[src/rtl/key_press_classifier_if.sv]
// Button-side bundle for key_press_classifier: raw key input plus debounced level and gesture pulses.
interface key_press_classifier_if;
    logic key_in;
    logic key_level;
    logic press_pulse;
    logic short_pulse;
    logic long_pulse;
    logic double_pulse;
    logic hold;

    modport master (
        output key_in,
        input  key_level, press_pulse, short_pulse, long_pulse, double_pulse, hold
    );

    modport slave (
        input  key_in,
        output key_level, press_pulse, short_pulse, long_pulse, double_pulse, hold
    );
endinterface

[src/rtl/key_press_classifier.sv]
// Synchronises and debounces an active-low push-button and classifies short/long/double presses.
// Optional feature macro: KEY_REPEAT_EN (long_pulse auto-repeats every REPEAT_CYC while held).
module key_press_classifier #(
    parameter int DEBOUNCE_CYC = 1_000_000,
    parameter int LONG_CYC     = 50_000_000,
    parameter int DCLICK_CYC   = 15_000_000,
    parameter int REPEAT_CYC   = 10_000_000
) (
    input logic               clk,
    input logic               rst,
    key_press_classifier_if.slave kp
);

    localparam int TMAX_LD = (LONG_CYC > DCLICK_CYC) ? LONG_CYC : DCLICK_CYC;
    localparam int TMAX    = (TMAX_LD > REPEAT_CYC) ? TMAX_LD : REPEAT_CYC;
    localparam int TW      = (TMAX > 1) ? $clog2(TMAX) : 1;
    localparam int DW      = (DEBOUNCE_CYC > 1) ? $clog2(DEBOUNCE_CYC) : 1;

    localparam logic [DW-1:0] DEB_LAST    = DW'(DEBOUNCE_CYC - 1);
    localparam logic [TW-1:0] LONG_LAST   = TW'(LONG_CYC - 1);
    localparam logic [TW-1:0] DCLICK_LAST = TW'(DCLICK_CYC - 1);
`ifdef KEY_REPEAT_EN
    localparam logic [TW-1:0] REP_LAST    = TW'(REPEAT_CYC - 1);
`endif

    typedef enum logic [2:0] {
        IDLE,
        PRESSED,
        WAIT2,
        PRESSED2,
        LONG
    } state_t;

    // ---------------- input synchroniser and debounce ----------------
    logic          sync1, sync2, stable;
    logic [DW-1:0] deb_cnt;
    logic          deb_fire, press_evt, release_evt;

    // Press/release events are the cycle key_level is about to change, so the FSM
    // moves on the same edge the debounced level does.
    assign deb_fire    = (sync2 != stable) && (deb_cnt == DEB_LAST);
    assign press_evt   = deb_fire && !sync2;
    assign release_evt = deb_fire &&  sync2;

    always_ff @(posedge clk) begin
        if (rst) begin
            sync1   <= 1'b1;
            sync2   <= 1'b1;
            stable  <= 1'b1;
            deb_cnt <= '0;
        end else begin
            sync1 <= kp.key_in;
            sync2 <= sync1;
            if (sync2 == stable) begin
                deb_cnt <= '0;
            end else if (deb_fire) begin
                stable  <= sync2;
                deb_cnt <= '0;
            end else begin
                deb_cnt <= deb_cnt + DW'(1);
            end
        end
    end

    assign kp.key_level = ~stable;

    // ---------------- gesture FSM ----------------
    state_t        state, state_nxt;
    logic [TW-1:0] timer;
    logic          press_nxt, short_nxt, long_nxt, double_nxt, rep_reload;
    logic          press_q, short_q, long_q, double_q, hold_q;

    always_comb begin
        state_nxt  = state;
        press_nxt  = 1'b0;
        short_nxt  = 1'b0;
        long_nxt   = 1'b0;
        double_nxt = 1'b0;
        rep_reload = 1'b0;
        case (state)
            IDLE: begin
                if (press_evt) begin
                    state_nxt = PRESSED;
                    press_nxt = 1'b1;
                end
            end
            PRESSED: begin
                if (release_evt) begin
                    state_nxt = WAIT2;
                end else if (timer == LONG_LAST) begin
                    state_nxt = LONG;
                    long_nxt  = 1'b1;
                end
            end
            WAIT2: begin
                // a press landing on the timeout cycle still counts as the second click
                if (press_evt) begin
                    state_nxt = PRESSED2;
                    press_nxt = 1'b1;
                end else if (timer == DCLICK_LAST) begin
                    state_nxt = IDLE;
                    short_nxt = 1'b1;
                end
            end
            PRESSED2: begin
                if (release_evt) begin
                    state_nxt  = IDLE;
                    double_nxt = 1'b1;
                end else if (timer == LONG_LAST) begin
                    state_nxt = LONG;
                    long_nxt  = 1'b1;
                end
            end
            LONG: begin
                if (release_evt) begin
                    state_nxt = IDLE;
`ifdef KEY_REPEAT_EN
                end else if (timer == REP_LAST) begin
                    long_nxt   = 1'b1;
                    rep_reload = 1'b1;
`endif
                end
            end
            default: state_nxt = IDLE;
        endcase
    end

    always_ff @(posedge clk) begin
        if (rst) begin
            state    <= IDLE;
            timer    <= '0;
            press_q  <= 1'b0;
            short_q  <= 1'b0;
            long_q   <= 1'b0;
            double_q <= 1'b0;
            hold_q   <= 1'b0;
        end else begin
            state    <= state_nxt;
            press_q  <= press_nxt;
            short_q  <= short_nxt;
            long_q   <= long_nxt;
            double_q <= double_nxt;
            hold_q   <= (state_nxt == LONG);
            // shared timer: restarts on every state change, sticks at all-ones
            if ((state_nxt != state) || rep_reload) begin
                timer <= '0;
            end else if (timer != '1) begin
                timer <= timer + TW'(1);
            end
        end
    end

    assign kp.press_pulse  = press_q;
    assign kp.short_pulse  = short_q;
    assign kp.long_pulse   = long_q;
    assign kp.double_pulse = double_q;
    assign kp.hold         = hold_q;

endmodule
[src/flat_wrapper.sv]
// flat-port wrapper written by rule: the top's interface ports become plain ports
module key_press_classifier_flat 
#(
    parameter int DEBOUNCE_CYC = 1_000_000,
    parameter int LONG_CYC     = 50_000_000,
    parameter int DCLICK_CYC   = 15_000_000,
    parameter int REPEAT_CYC   = 10_000_000
)
  (clk, rst, kp_key_in, kp_key_level, kp_press_pulse, kp_short_pulse, kp_long_pulse, kp_double_pulse, kp_hold);
  key_press_classifier_if kp_i ();
  input logic clk;
  input logic rst;
  input wire logic [$bits(kp_i.key_in)-1:0] kp_key_in;
  output wire logic [$bits(kp_i.key_level)-1:0] kp_key_level;
  output wire logic [$bits(kp_i.press_pulse)-1:0] kp_press_pulse;
  output wire logic [$bits(kp_i.short_pulse)-1:0] kp_short_pulse;
  output wire logic [$bits(kp_i.long_pulse)-1:0] kp_long_pulse;
  output wire logic [$bits(kp_i.double_pulse)-1:0] kp_double_pulse;
  output wire logic [$bits(kp_i.hold)-1:0] kp_hold;
  assign kp_i.key_in = kp_key_in;
  assign kp_key_level = kp_i.key_level;
  assign kp_press_pulse = kp_i.press_pulse;
  assign kp_short_pulse = kp_i.short_pulse;
  assign kp_long_pulse = kp_i.long_pulse;
  assign kp_double_pulse = kp_i.double_pulse;
  assign kp_hold = kp_i.hold;
  key_press_classifier #(.DEBOUNCE_CYC(DEBOUNCE_CYC), .LONG_CYC(LONG_CYC), .DCLICK_CYC(DCLICK_CYC), .REPEAT_CYC(REPEAT_CYC)) u_core (.clk(clk), .rst(rst), .kp(kp_i));
endmodule
[config.mk]
export PLATFORM = sky130hd
export DESIGN_NAME = key_press_classifier_flat
export DESIGN_NICKNAME = d
export VERILOG_FILES = /design/src/rtl/key_press_classifier_if.sv /design/src/rtl/key_press_classifier.sv /design/src/flat_wrapper.sv
export SDC_FILE = /design/constraint.sdc
export NUM_CORES = 1
export LEC_CHECK = 0
export ABC_AREA = 1
export CORE_ASPECT_RATIO = 0.9
export CORE_UTILIZATION = 61
export CTS_CLUSTER_DIAMETER = 200
export CTS_CLUSTER_SIZE = 8
export DETAILED_ROUTE_END_ITERATION = 8
export HOLD_SLACK_MARGIN = 0.08
export PLACE_DENSITY = 0.91
export SLEW_MARGIN = 20
export SYNTH_ARGS = -nofsm -noshare
export SYNTH_HDL_FRONTEND = slang
export SYNTH_SLANG_ARGS = --single-unit
[constraint.sdc]
create_clock -name clk -period 4.9 [get_ports clk]
set_input_delay 0.98 -clock clk [delete_from_list [all_inputs] [get_ports clk]]
set_output_delay 0.98 -clock clk [all_outputs]
set_load 0.01 [all_outputs]
==> metrics, run 1 <==
outcome completed; Final HPWL DP 4.68 mm; number of global-route vias before repair between 2k and 3k; GPL Wtd Cong between 0.9 and 1; global-route usage over all layers a little over a quarter; Worst Path Max Fanout 15; total gr overflow 0; core box area 0.00489 sq mm; Clock Power Share between 40% and 50%; TritonCTS Buffers 9; FF+latch count, synth between 50 and 60; CTS tree yes; DRC viols 0; Worst Setup SP rst; Initial Util 64.4%; post-synthesis sequential area ratio a little over a third; die height ~70 um; initial antenna violation count 0; CTS H-tree lvls 3; global-route wire length before repair 11.3 mm; reg2reg setup slack around 2.5 ns; Pwr Total between 900 and 1000 uW; Cells after Synth approximately 440; Final Cycle Share ~54%; Startpoint Class primary input; TNS Setup 0 ns; dpl ws around 2.0 ns; Syn Nets 441; Slew @ Worst Pin between 0.6 and 0.7 ns; internal power contribution between 700 and 800 uW; Post-synth EDFFs 0; CP Class primary input to flop; Leak approximately 0.0012 uW; Syn Std Cell Area 0.00315 sq mm; Synth Area per Inst approximately 7.2 sq um; Via Count about 2.8k; switching portion of total power approximately a quarter; Critical Path RT 5.19 ns; worst-case clock buffer depth 2; final hold violation count 0; Clock Skew ~0.011 ns; combinational share of power roughly 2.9%; Synth warnings 0; Tmin final around 2.6 ns; final core utilization between 70% and 80%; 1st-iter DRT viols ~270; post-CTS setup buffer count 0; top-level I/O count 9; Rows 24; ANT cells 0; setup ws final 2.28 ns; largest net degree at the start of global routing 27; RR Endpoint u_core.timer[14]; Resize count post-CTS 0; maximum clock rate ~380 MHz; count of nets after finishing roughly 450; drt total wl 6.65 mm; Slew HR between 50% and 60%; top_reg_cell synth dfxtp_1; WL per Instance 12.8 um; Worst-Skew Late Latency 0.36 ns; Sink Count 57; hold crit path type flop to flop; share of post-route cells with drive strength above 1 about 13%; Post-DRT Antenna Nets 0; Reg2Reg Depth 12; CTS Root Buffer Type clkbuf_8; Distinct cells, synth 32; Area Growth Syn to Fin 8.85%; Port Buf Inserts 8; Slew Limit Fails 0; CTS clk-pin slew, worst paths 0.07 ns; chip width slightly below 80 um; Hold Path Cell Cnt 1; RSZ-0062 raised after global routing false; Detailed Routing Iterations Pass 1 5; Max-Cap Viols 0; Die ar. around 0.0055 sq mm; worst vdd ir 0.196 mV; Setup crit end u_core.deb_cnt[18]; # setup viols final 0; Net Sw Power ~220 uW; FILL cells 389; WP data arrival approximately 2.9 ns; Vias/cell approximately 5.4; Post-CTS Hold Buffers 0; Setup crit end kind flop; Flop pwr share 50.0%; reg2reg start u_core.timer[0]; FFs w/ async S/R, synth 0%; Cell Pwr Density around 270 mW/mm^2
stage by stage:
stage          instance area (sq um)  hold slack, ns  instances
5_1_grt                         3430           0.470        518
4_1_cts                         3430           0.458        518
3_5_place_dp                    3240           0.418        502
2_1_floorplan                   3150           0.389        436
3_3_place_gp                    3240           0.412        502
6_report                        3430           0.458        518
worst min-delay path by stage:
stage	startpoint	endpoint	slack (ns)
floorplan	u_core.sync1	u_core.sync2	0.39
global placement	u_core.sync1	u_core.sync2	0.41
detailed placement	u_core.sync1	u_core.sync2	0.42
CTS	u_core.deb_cnt[0]	u_core.deb_cnt[0]	0.46
global route	u_core.deb_cnt[0]	u_core.deb_cnt[0]	0.47
finish	u_core.deb_cnt[0]	u_core.deb_cnt[0]	0.46
state kept, by name, summed over array words and instances (netlist names):
signal and cells:
u_core.deb_cnt 20, u_core.kp.hold 1, u_core.state 3, u_core.kp.short_pulse 1, u_core.kp.double_pulse 1, u_core.sync1 1, u_core.sync2 1, u_core.stable 1
u_core.timer 26, u_core.kp.press_pulse 1, u_core.kp.long_pulse 1
layout make-up:
type	instances	area (sq um)	area share (%)
Clock buffer	11	141	4.12
Clock inverter	5	55.1	1.60
Inverter	49	184	5.36
Multi-Input combinational cell	323	1750	51.0
Sequential cell	57	1140	33.2
Tap cell	65	81.3	2.37
Timing Repair Buffer	8	80.1	2.33
critical path, stage by stage:
cell,delay (ns)
clkdlybuf4s50_1,0.55
inv_1,0.21
nand4_1,0.54
inv_1,0.38
o21ai_0,0.13
a21oi_1,0.12
power by group through the flow:
stage	clock, uW	sequential (uW)	combinational (uW)
4_1_cts	444	470	27.9
5_1_grt	468	470	30.3
6_report	443	470	27.5
3_3_place_gp	0	480	26.1
2_1_floorplan	0	479	26.3
3_5_place_dp	0	480	27.5
cell families (layout without fill, tap and decap cells):
kind of cell	count (synthesis)	in the layout	synth area share, %
AO/OA/AOI/OAI	22	22	4.05
buffers and inverters	56	73	8.33
AND/OR/NAND/NOR	271	271	42.9
flip-flops	57	57	36.2
XOR/XNOR	28	28	7.78
adder cells (fa/ha/maj)	2	2	0.794
per-layer routing:
layer  global-route usage [%]  share of wire (%)  up-vias
met2                     43.5                 47       78
met1                     32.8                 46     1282
met3                     9.28                6.2       15
met5                        0                  0        -
li1                         -                  -     1405
met4                     9.64                1.5        0
cell usage after synthesis (5+ instances only):
cell	number	area share, %
nand2_1	79	9.4
nor2_4	23	8.2
inv_1	43	5.1
dfxtp_1	57	36
nand3_1	23	3.7
nand4_1	12	2.4
inv_2	5	0.60
xor2_1	20	5.6
a21oi_1	11	1.7
nor2_2	5	0.99
nor3_1	27	4.3
xnor2_1	8	2.2
nor2_1	88	10
nand2_2	5	0.99
cells in the final DEF, fill, tap and decap left out, types with 4 or more instances in the layout:
master           netlist  layout
dfxtp_1               57      57
nor3_1                27      27
o21ai_0                4       4
inv_1                 43      43
a21oi_1               11      11
nand2_1               79      79
inv_2                  5       5
clkdlybuf4s50_1        0       8
nor2_2                 5       5
nand4_1               12      12
xor2_1                20      20
nor2_4                23      23
nand2_2                5       5
xnor2_1                8       8
nand3_1               23      23
nor2_1                88      88
clkbuf_8               1      10
Note: power is estimated with default switching activity, not from simulation.
==> inputs of run 2 (changes only) <==
clock period = 2.47 ns   (was 4.9 ns; I/O delays follow)
==> run 2 against run 1 <==
  * Clock skew about the same
  * Register-to-register slack lost 2.2 ns
  * Die area is the same
  * First-iteration DRC count grew 10%
  * Final cell count up 0.77%
  * Total power increased by 100%
  * Count of clock-buffer cells in the layout shrank 2
  * Non-clock buffer count grew 4
  * Sequential cell count unchanged
  * Hold slack got worse by 0.037 ns
  * Clock power rose by 100%
  * Sequential power grew 98%
==> metrics, run 2 (synthesis gave the netlist of run 1 again) <==
outcome completed; CTS tree yes; post-CTS setup buffer count 0; TNS Setup 0 ns; Tmin final ~2.2 ns; fin cells ~520; reg2reg start u_core.timer[0]; Setup crit end kind flop; global-route wire length before repair 12.1 mm; Initial Util ~64%; Resize count post-CTS 0; Vias/cell 5.53; GPL Wtd Cong approximately 0.97; biggest regs u_core.timer (26), u_core.deb_cnt (20), u_core.state (3); WP buf/inv 2; Detailed Routing Iterations Pass 1 6; worst vdd ir roughly 0.4 mV; Slew @ Worst Pin around 0.48 ns; Port Buf Inserts 8; count of nets after finishing 457; hold crit path type flop to flop; WL per Instance roughly 13 um; CTS clk-pin slew, worst paths about 0.07 ns; setup ws final between 0.2 and 0.3 ns; chip width approximately 78 um; CTS Root Buffer Type clkbuf_8; Critical-path top delay cell dfxtp_1; Hold Startpoint u_core.sync1; reg2reg setup slack 0.27 ns; Post-CTS Hold Buffers 0; global-route usage over all layers 28.8%; die height about 70 um; Placed Instances between 500 and 600; register bank with the most flops u_core.timer; Pwr Total 1890 uW; RSZ-0062 raised after global routing false; final hold violation count 0; most frequent cells in the layout nor2_1 (88), nand2_1 (79), dfxtp_1 (57), inv_1 (43), nor3_1 (27); WP data arrival between 2 and 2.5 ns; Largest register FFs 26; # setup viols final 0; TritonCTS Buffers 9; cell chain of the critical path ha_1, nand2_1, nor2_1, nand2_2, inv_2, nand3_1, nor2_1, nand2_1, nand2_1, nand3_2, nand2_4, buf_12, nor2_1; CTS H-tree lvls 3; largest net degree at the start of global routing 25; ANT cells 0; FILL cells roughly 370; core box area 0.00489 sq mm; Area Growth Syn to Fin 10.4%; Worst Path Max Fanout 12; Post-DRT Antenna Nets 0; Final Cycle Share approximately 89%; total gr overflow 0; Rows 24; maximum clock rate around 450 MHz; WHS Endpoint u_core.sync2; crit-path leading delay family simple AND/OR/NAND/NOR gates; Leak around 0.0013 uW; Reg2Reg Depth 13; Max-Cap Viols 0; Final Instance Area roughly 0.0035 sq mm; commonest non-fill, non-tap cell in the layout nor2_1; Slew HR around two thirds; Cell Pwr Density roughly 540 mW/mm^2; Hold Path Cell Cnt 1; worst-case clock buffer depth 2; DRC viols 0; share of post-route cells with drive strength above 1 13.8%; Final HPWL DP ~5 mm; Die ar. between 0.005 and 0.006 sq mm; number of global-route vias before repair about 2.7k; top-level I/O count 9; initial antenna violation count 0; Worst-Skew Late Latency between 0.3 and 0.4 ns; Startpoint Class flop; 1st-iter DRT viols ~300; dpl ws between 0.3 and 0.4 ns; Via Count slightly below 3k; Critical Path RT about 2.7 ns; drt total wl around 7.0 mm; CP Class flop to flop; RR Endpoint u_core.timer[18]; Slew Limit Fails 0; placed cell area 0.00328 sq mm; CP peak stage delay roughly 0.4 ns; Sink Count 57; Clock Skew approximately 0.011 ns
==> run 2: cell types whose count changed in the layout (fill, tap and decap cells not counted) <==
cell,previous run,this run
clkinv_2,2,0
clkinv_4,0,3
buf_12,0,1
inv_6,0,1
clkbuf_8,10,9
buf_4,0,3
clkbuf_1,1,0
==> run 2: worst max-delay path by stage <==
stage / from / end / depth (start not counted)
global placement: u_core.timer[0] / u_core.timer[18] / 13
CTS: u_core.timer[0] / u_core.timer[18] / 13
detailed placement: u_core.timer[0] / u_core.timer[25] / 13
global route: u_core.deb_cnt[0] / u_core.deb_cnt[18] / 10
finish: u_core.timer[0] / u_core.timer[18] / 13
floorplan: u_core.timer[0] / u_core.timer[7] / 13
==> run 2: layer usage <==
metal	vias to the layer above	global-route usage, %	part of all wire (%)
met5	-	0	0
met3	28	8.50	8.9
met4	0	14.7	2.5
li1	1415	-	-
met2	143	44.4	45
met1	1301	36.2	44
==> run 2: report_power, final <==
| group | switching, uW | total (uW) | internal [uW] |
|---|---|---|---|
| logic | 38.9 | 61.2 | 22.3 |
| clock network | 426 | 899 | 473 |
| registers | 7.15 | 932 | 925 |
==> run 2: worst reg2reg max path: stages (launching register included) <==
cell and delay, ns:
dfxtp_1 0.40, ha_1 0.29, nand2_1 0.09, nor2_1 0.12, nand2_2 0.10, inv_2 0.09
nand3_1 0.07, nor2_1 0.12, nand2_1 0.08, nand2_1 0.11, nand3_2 0.09, nand2_4 0.21
buf_12 0.23, nor2_1 0.08
==> run 2: layout make-up <==
class	count	area [sq um]	area share [%]
clock buffer	9	124	3.56
clock inverter	7	80.1	2.30
inverter	49	184	5.28
multi-input combinational	323	1750	50.2
sequential	57	1140	32.8
tap	65	81.3	2.34
timing repair buffer	12	123	3.52
==> run 2: metrics by stage <==
step	hold WS, ns	util (%)
2_1_floorplan	0.389	-
3_3_place_gp	0.394	67.0
3_5_place_dp	0.396	67.0
4_1_cts	0.425	71.1
5_1_grt	0.428	71.1
6_report	0.422	71.1
==> inputs of run 3 (changes only) <==
GPL_TIMING_DRIVEN = 1   (was unset)
==> results of run 3 <==
The final DEF is identical to that of run 2; final timing and power are the same.
